`src/rtl/muldiv_unit_pkg.sv`:
```
// ============================================================================
// Module : muldiv_unit_pkg
// Brief  : Shared CPU definitions: ALU control codes, data width, iteration count.
// Rev    : 1.0
// ============================================================================
`default_nettype none

package muldiv_unit_pkg;

  localparam int c_XLEN  = 32;
  localparam int c_ITERS = 32;
  localparam int c_CNT_W = 6;

  // Low nibble of the 9-bit ALU control word
  localparam logic [3:0] c_ALU_AND  = 4'b0000;
  localparam logic [3:0] c_ALU_OR   = 4'b0001;
  localparam logic [3:0] c_ALU_ADD  = 4'b0010;
  localparam logic [3:0] c_ALU_SUB  = 4'b0110;
  localparam logic [3:0] c_ALU_SLT  = 4'b0111;
  localparam logic [3:0] c_ALU_MULT = 4'b1000;
  localparam logic [3:0] c_ALU_DIV  = 4'b1001;

  function automatic logic [c_XLEN-1:0] mag(input logic [c_XLEN-1:0] v);
    return v[c_XLEN-1] ? (~v + 1'b1) : v;
  endfunction

endpackage

`default_nettype wire

```
`src/rtl/muldiv_iter.sv`:
```
// ============================================================================
// Module : muldiv_iter
// Brief  : Unsigned 64-bit radix-2 shift-add / restoring-divide datapath, one step per enable.
// Rev    : 1.0
// ============================================================================
`default_nettype none

module muldiv_iter
  import muldiv_unit_pkg::*;
(
  input  logic                  clk,
  input  logic                  reset,
  input  logic                  load_i,
  input  logic                  en_i,
  input  logic                  is_div_i,
  input  logic [c_XLEN-1:0]     init_i,
  input  logic [c_XLEN-1:0]     opnd_i,
  output logic [2*c_XLEN-1:0]   acc_o
);

  localparam int W = c_XLEN;

  logic [2*W-1:0] acc_q, acc_d;
  logic [W-1:0]   opnd_q;
  logic [W:0]     w_sum;
  logic [W:0]     w_rem_sh;
  logic [W:0]     w_diff;
  logic           w_ge;

  // acc holds {partial product, multiplier} for mult and {remainder, quotient} for div
  always_comb begin
    w_sum    = {1'b0, acc_q[2*W-1:W]} + (acc_q[0] ? {1'b0, opnd_q} : {(W+1){1'b0}});
    w_rem_sh = acc_q[2*W-1:W-1];
    w_ge     = (w_rem_sh >= {1'b0, opnd_q});
    w_diff   = w_rem_sh - {1'b0, opnd_q};
    acc_d    = acc_q;
    if (is_div_i) begin
      if (w_ge) acc_d = {w_diff[W-1:0], acc_q[W-2:0], 1'b1};
      else      acc_d = {w_rem_sh[W-1:0], acc_q[W-2:0], 1'b0};
    end else begin
      acc_d = {w_sum, acc_q[W-1:1]};
    end
  end

  always_ff @(posedge clk) begin
    if (reset) begin
      acc_q  <= '0;
      opnd_q <= '0;
    end else if (load_i) begin
      acc_q  <= {{W{1'b0}}, init_i};
      opnd_q <= opnd_i;
    end else if (en_i) begin
      acc_q  <= acc_d;
    end
  end

  assign acc_o = acc_q;

endmodule

`default_nettype wire

```
`src/rtl/muldiv_unit.sv`:
```
// ============================================================================
// Module : muldiv_unit
// Brief  : Multi-cycle signed mult/div unit with FSM, sign handling and HI/LO registers.
// Rev    : 1.0
// ============================================================================
`default_nettype none

module muldiv_unit
  import muldiv_unit_pkg::*;
(
  input  logic              clk,
  input  logic              reset,
  input  logic              start,
  input  logic [3:0]        aluctl,
  input  logic [c_XLEN-1:0] a,
  input  logic [c_XLEN-1:0] b,
  input  logic              cancel,
  output logic              busy,
  output logic              done,
  output logic              dz,
  output logic [c_XLEN-1:0] hi,
  output logic [c_XLEN-1:0] lo
);

  localparam int W = c_XLEN;

  localparam logic [1:0] c_IDLE = 2'd0;
  localparam logic [1:0] c_RUN  = 2'd1;
  localparam logic [1:0] c_FIN  = 2'd2;

  logic [1:0]       state_q, state_d;
  logic [c_CNT_W-1:0] cnt_q, cnt_d;
  logic             is_div_q, neg_q, neg_rem_q, dz_pend_q;
  logic [W-1:0]     hi_q, lo_q;
  logic             done_q, dz_q;

  logic             w_accept, w_step;
  logic [2*W-1:0]   w_acc, w_prod;
  logic [W-1:0]     w_quo, w_rem, w_hi_fin, w_lo_fin;

  assign w_accept = (state_q == c_IDLE) && start && !cancel &&
                    ((aluctl == c_ALU_MULT) || (aluctl == c_ALU_DIV));
  assign w_step   = (state_q == c_RUN) && !cancel;

  muldiv_iter u_iter (
    .clk      (clk),
    .reset    (reset),
    .load_i   (w_accept),
    .en_i     (w_step),
    .is_div_i (is_div_q),
    .init_i   (mag(a)),
    .opnd_i   (mag(b)),
    .acc_o    (w_acc)
  );

  always_comb begin
    state_d = state_q;
    cnt_d   = cnt_q;
    case (state_q)
      c_IDLE: if (w_accept) begin
        state_d = c_RUN;
        cnt_d   = c_CNT_W'(c_ITERS - 1);
      end
      c_RUN: begin
        if (cancel)           state_d = c_IDLE;
        else if (cnt_q == '0) state_d = c_FIN;
        else                  cnt_d   = cnt_q - 1'b1;
      end
      c_FIN:   state_d = c_IDLE;
      default: state_d = c_IDLE;
    endcase
  end

  // Sign correction applied during FIN; divide-by-zero forces an all-ones quotient
  always_comb begin
    w_prod = neg_q ? (~w_acc + 1'b1) : w_acc;
    w_quo  = neg_q ? (~w_acc[W-1:0] + 1'b1) : w_acc[W-1:0];
    w_rem  = neg_rem_q ? (~w_acc[2*W-1:W] + 1'b1) : w_acc[2*W-1:W];
    if (is_div_q) begin
      w_hi_fin = w_rem;
      w_lo_fin = dz_pend_q ? {W{1'b1}} : w_quo;
    end else begin
      w_hi_fin = w_prod[2*W-1:W];
      w_lo_fin = w_prod[W-1:0];
    end
  end

  always_ff @(posedge clk) begin
    if (reset) begin
      state_q   <= c_IDLE;
      cnt_q     <= '0;
      is_div_q  <= 1'b0;
      neg_q     <= 1'b0;
      neg_rem_q <= 1'b0;
      dz_pend_q <= 1'b0;
      hi_q      <= '0;
      lo_q      <= '0;
      done_q    <= 1'b0;
      dz_q      <= 1'b0;
    end else begin
      state_q <= state_d;
      cnt_q   <= cnt_d;
      done_q  <= 1'b0;
      dz_q    <= 1'b0;
      if (w_accept) begin
        is_div_q  <= (aluctl == c_ALU_DIV);
        neg_q     <= a[W-1] ^ b[W-1];
        neg_rem_q <= a[W-1];
        dz_pend_q <= (aluctl == c_ALU_DIV) && (b == '0);
      end
      if ((state_q == c_FIN) && !cancel) begin
        hi_q   <= w_hi_fin;
        lo_q   <= w_lo_fin;
        done_q <= 1'b1;
        dz_q   <= dz_pend_q;
      end
    end
  end

  assign busy = (state_q == c_RUN) || (state_q == c_FIN);
  assign done = done_q;
  assign dz   = dz_q;
  assign hi   = hi_q;
  assign lo   = lo_q;

endmodule

`default_nettype wire

```
`config.mk`:
```
export PLATFORM = sky130hd
export DESIGN_NAME = muldiv_unit
export DESIGN_NICKNAME = d
export VERILOG_FILES = /design/src/rtl/muldiv_unit_pkg.sv /design/src/rtl/muldiv_iter.sv /design/src/rtl/muldiv_unit.sv
export SDC_FILE = /design/constraint.sdc
export NUM_CORES = 1
export LEC_CHECK = 0
export BUFFER_PORTS_ARGS = -buffer_cell sky130_fd_sc_hd__buf_4
export CORE_UTILIZATION = 55
export CTS_BUF_LIST = sky130_fd_sc_hd__clkbuf_4 sky130_fd_sc_hd__clkbuf_8 sky130_fd_sc_hd__clkbuf_16
export CTS_CLUSTER_DIAMETER = 30
export DETAILED_ROUTE_END_ITERATION = 10
export MAX_ROUTING_LAYER = met4
export PLACE_DENSITY = 0.81
export SLEW_MARGIN = 30
export SYNTH_ARGS = -nofsm -noshare
export SYNTH_HDL_FRONTEND = slang
export SYNTH_HIERARCHICAL = 1
export SYNTH_SLANG_ARGS = --single-unit
```
`constraint.sdc`:
```
create_clock -name clk -period 4.54 [get_ports clk]
set_clock_uncertainty 0.15 [all_clocks]
set_input_delay 0.681 -clock clk [delete_from_list [all_inputs] [get_ports clk]]
set_output_delay 0.681 -clock clk [all_outputs]
set_load 0.01 [all_outputs]
```
==> Word-level counts from Yosys, hierarchy flattened <==
Cells that the tools add are included.
{ "word_totals": {"inputBits": 72, "elab_cells": 77, "out_inout_bits": 67, "regBits": 174} }
{ "op_classes": {"add_sub_neg": 8, "eq_ne": 8, "bitwise_logic": 7, "reduce_logical": 18, "mux": 22, "n_lt_le_gt_ge": 1} }
{ "op_table": {"columns": ["cell", "count"], "rows": [
  ["2-to-1 mux 32 bit", 10],
  ["2-to-1 mux 64 bit", 3],
  ["adder 32 x 1 -> 32 bit (second input constant)", 4],
  ["inverter 32 bit", 4],
  ["adder 64 x 1 -> 64 bit (second input constant)", 1],
  ["inverter 64 bit", 1],
  ["adder 32 x 32 -> 33 bit", 1],
  [">= comparator 33 x 32 -> 1 bit", 1],
  ["logical NOT 32 bit", 1],
  ["subtractor 32 bit", 1],
  ["2-to-1 mux 6 bit", 3],
  ["one-hot mux 6 bit (2 select lines)", 1],
  ["equality test 4 bit (second input constant)", 2],
  ["logical AND 1 bit", 6],
  ["logical NOT 6 bit", 1],
  ["2-to-1 mux 2 bit", 3],
  ["subtractor 6 x 1 -> 6 bit (second input constant)", 1],
  ["inequality test 2 bit (second input constant)", 2],
  ["one-hot mux 2 bit (2 select lines)", 1],
  ["AND reduction 4 bit", 1],
  ["nonzero test 2 bit", 2],
  ["OR reduction 2 bit", 2],
  ["inequality test 3 bit (second input constant)", 1],
  ["equality test 2 x 1 -> 1 bit (second input constant)", 1],
  ["9 further kinds", 10]
]} }

==> Longest topological paths before layout <==
{ "depth": {"word_depth": 6, "depth_mapped": 15, "ltp_nobuf": 13} }

==> Hierarchy <==
Netlist, hierarchy kept.
{ "by_module_without_submodules": {"columns": ["mod", "area_each_um2", "n_inst", "cells_per_inst"], "rows": [
  ["muldiv_iter", 8174.1, 1, 1068],
  ["muldiv_unit", 6019.5, 1, 794]
]} }

==> Worst setup path before layout <==
Ideal clock, no wire load.
{ "synth_timing": {"path_type": "register -> register", "from": "reg u_iter.acc_q[0] (netlist: u_iter/acc_o[0])", "to": "reg u_iter.acc_q[63] (netlist: u_iter/acc_o[63])", "path_stages_with_launch": 14, "setup_slack_ps": 1390, "arrival_time_ps": 2868, "setup_ps": 132, "cell_sequence": "dfxtp_1 > clkbuf_1 > and2_1 > ha_1 > fa_1 > a211oi_1 > o21ai_0 > nand3_1 > a211oi_1 > o21bai_1 > a31oi_1 > a311o_1 > a211oi_1 > a211oi_1"} }
{ "synth_between": {"elab_chain_cells": 3} }
{ "synth_lines": {"columns": ["item", "line", "text"], "rows": [
  ["from (decl)", "muldiv_iter.sv:23", "logic [2*W-1:0] acc_q, acc_d;"],
  ["from (signal assigned)", "muldiv_iter.sv:50", "acc_q <= {{W{1'b0}}, init_i};"],
  ["2-to-1 mux 32 bit", "muldiv_iter.sv:32", "w_sum = {1'b0, acc_q[2*W-1:W]} + (acc_q[0] ? {1'b0, opnd_q} : {(W+1){1'b0}});"],
  ["adder 32 x 32 -> 33 bit", "muldiv_iter.sv:32", null],
  ["2-to-1 mux 64 bit", "muldiv_iter.sv:37", "if (is_div_i) begin"]
]} }
Every way passes these cells.
A chain may end at the register's enable or synchronous reset.

==> Worst setup path after layout <==
{ "layout_timing": {"from": "reg u_iter.acc_q[33] (netlist: u_iter/acc_o[33])", "to": "reg u_iter.acc_q[33] (netlist: u_iter/acc_o[33])"} }
{ "layout_between": {"elab_chain_cells": 3} }
{ "layout_lines": {"columns": ["item", "line", "text"], "rows": [
  [">= comparator 33 x 32 -> 1 bit", "muldiv_iter.sv:34", "w_ge = (w_rem_sh >= {1'b0, opnd_q});"],
  ["2-to-1 mux 64 bit", "muldiv_iter.sv:38", "if (w_ge) acc_d = {w_diff[W-1:0], acc_q[W-2:0], 1'b1};"],
  ["2-to-1 mux 64 bit (*)", "muldiv_iter.sv:37", null]
]} }
Mark *: on every way between the ends. The rest lies on a longest branch, timed or not.

==> impl_metrics.ini <==
[drt]
routed_wl_um = 44700
avgViaCountPerCell = 6.46
drtIter0Drc = 1680
final_antenna_net_count = 0
drt_pass1_iterations = 5
vias = 14704
drc = 0
wl_per_cell_um = 19.6

[final_layout]
diodes = 0
nets = 2081
final_common_cell = nor2_1
syn_to_final_growth_pct = 12.5
drive_gt1_share_pct = 12.8
layout_common_cells = 237 x nor2_1, 173 x dfxtp_1, 164 x buf_4, 141 x a21oi_1, 135 x nand2_1
final_cells = 2276

[timing]
relSlewSlack_pct = 45.3
period_minus_slack_ns = 3.72
max_freq_ghz = 0.269
slew_violations = 0
fin_setup_tns_ns = 0
hold_violations = 0
worst_pin_slew_ns = 0.810
hold_ws_ns = 0.306
period_share_pct = 81.9
fin_ws_ns = 0.822
report.final.setup_viol = 0
rsz0062_at_grt = false

[worst_setup_path]
critPathMaxStageDelay_ns = 0.65
rrSetupSlack_ns = 0.82
startpoint_type = flip-flop
critical_path_class = reg -> reg
crit_fanout = 12
cp.required_ns = 4.77
worst_setup_path_end_kind = flip-flop
crit_chain = ha_1, and3_1, o21ai_1, a21oi_1, a211oi_2, a21oi_2, a21boi_2, buf_4, nand2_1, a311oi_1, a31o_2
cpMaxStageDelayCell = dfxtp_1
cp.arrival_ns = 3.95

[synth]
synthesis.area_um2 = 14200
synth-async-reset-ratio_pct = 0
synthDistinctLibCells = 89
ys_seq_elements = 174
ys.flop_type = dfxtp_1
netlist_instances = 1862
synth_fp_nets = 2010
ys_seq_area_share_pct = 24.5
synth_edf_count = 0
ys.warnings.count = 6
syn_area_per_cell_um2 = 7.62

[worst_hold_path]
hold_path_class = reg -> reg

[clocking]
numCtsBuffers = 17
cts.sinks = 174
cts_root_buffer = clkbuf_16
clk_pin_slew_ns = 0.08
h-tree-depth = 4
insertion_delay_ns = 0.45
cts_buffer_depth = 2
cts_hold_buf = 0
cts_setup_buffers = 0
cts_tree = built
cts_resized = 0

[placed_design]
dp.cells = 2244
gp_congestion = 0.983
port_buffers = 138
post-dp-hpwl_um = 33600
dp_slack_ns = 0.918

[die]
rows = 58
die_h_um = 163
dieArea_um2 = 26500
start_util_pct = 56.2
die_width_um = 163
io_pins = 139
core-area_um2 = 25300

[global_route]
grtUsageTotal_pct = 34.4
grt_pass1_wl_um = 70300
grt_max_degree = 75
grt_overflow = 0
antenna_found_initial = 1
grt_pass1_vias = 12912

[outcome]
outcome = completed

[power_and_ir_drop]
power_density_nw_per_um2 = 516
leakagePower_nw = 6.31
total_power_mw = 8.23
ir_drop_mv = 0.623

[job]
drv_cap = 0
[metal layers]
metal / GRT usage (%) / share of wire (%) / up-vias
li1: - / - / 6954
met1: 49.7 / 46 / 6893
met2: 50.2 / 43 / 803
met3: 4.48 / 10 / 54
met4: 8.50 / 1.6 / 0
met5: - / 0 / -
[registers in the layout, summed over array words and instances, names as in the netlist, 2 cells and up]
signal         count
cnt_q              6
hi                32
lo                32
state_q            2
u_iter/acc_o      64
u_iter/opnd_q     32
[power by group]
group | internal, mW | switching (mW)
Clock | 0.751 | 0.789
Sequential | 1.72 | 0.326
Combinational | 1.80 | 2.85
[final cells by class]
cell class / count / area [µm²]
clock inverters: 15 / 191
flip-flops and latches: 174 / 3490
multi-input cells: 1510 / 9970
repair buffers: 164 / 1230
fillers: 2231 / 9290
clock buffers: 17 / 425
inverters: 66 / 249
well taps: 330 / 413
[cell usage after synthesis (24+ instances only)]
cell | instances | area (µm²)
a211oi_1 | 93 | 698
a21o_1 | 26 | 195
a21oi_1 | 142 | 711
and2_1 | 33 | 206
and3_1 | 27 | 169
clkbuf_1 | 81 | 304
dfxtp_1 | 174 | 3480
ha_1 | 74 | 926
inv_1 | 65 | 244
mux2i_1 | 73 | 731
nand2_1 | 135 | 507
nand3_1 | 43 | 215
nor2_1 | 237 | 890
nor3_1 | 27 | 135
nor4_1 | 31 | 194
o21ai_0 | 99 | 495
o31ai_1 | 29 | 218
or3_1 | 24 | 150
xnor2_1 | 95 | 832
xor2_1 | 53 | 464
[kinds of logic after synthesis]
| family | after synthesis | synth area share, % |
|---|---|---|
| compound gates | 546 | 25.7 |
| xor+xnor | 148 | 9.13 |
| fa+ha+maj | 76 | 6.81 |
| buf+inv | 178 | 5.33 |
| flops | 174 | 24.5 |
| mux | 84 | 6.05 |
| simple gates | 656 | 22.5 |
[worst max-delay path, delay by kind of cell (launching register included)]
family	cells	cell delay (ns)
AOI/OAI and AO/OA	7	1.83
buffers and inverters	1	0.26
DFF	1	0.65
and+or+nand+nor	2	0.36
adders and majority gates	1	0.39
[through the flow]
| stage | utilization (%) | area (µm²) |
|---|---|---|
| global placement | 60.8 | 15300 |
| detailed placement | 60.8 | 15400 |
| floorplan | - | 14200 |
| finish | 63.2 | 16000 |
| global route | 63.2 | 16000 |
| CTS | 63.2 | 16000 |
[worst paths after layout]
path                                    to  cells after the start                           from
max reg2reg  u_iter/acc_o[33]$_SDFFE_PP0P_                     11  u_iter/acc_o[33]$_SDFFE_PP0P_
min                     hi[8]$_SDFFE_PP0P_                      2             hi[8]$_SDFFE_PP0P_
max          u_iter/acc_o[33]$_SDFFE_PP0P_                     11  u_iter/acc_o[33]$_SDFFE_PP0P_
min reg2reg             hi[8]$_SDFFE_PP0P_                      2             hi[8]$_SDFFE_PP0P_
No activity file was read; power rests on OpenSTA's default activity.
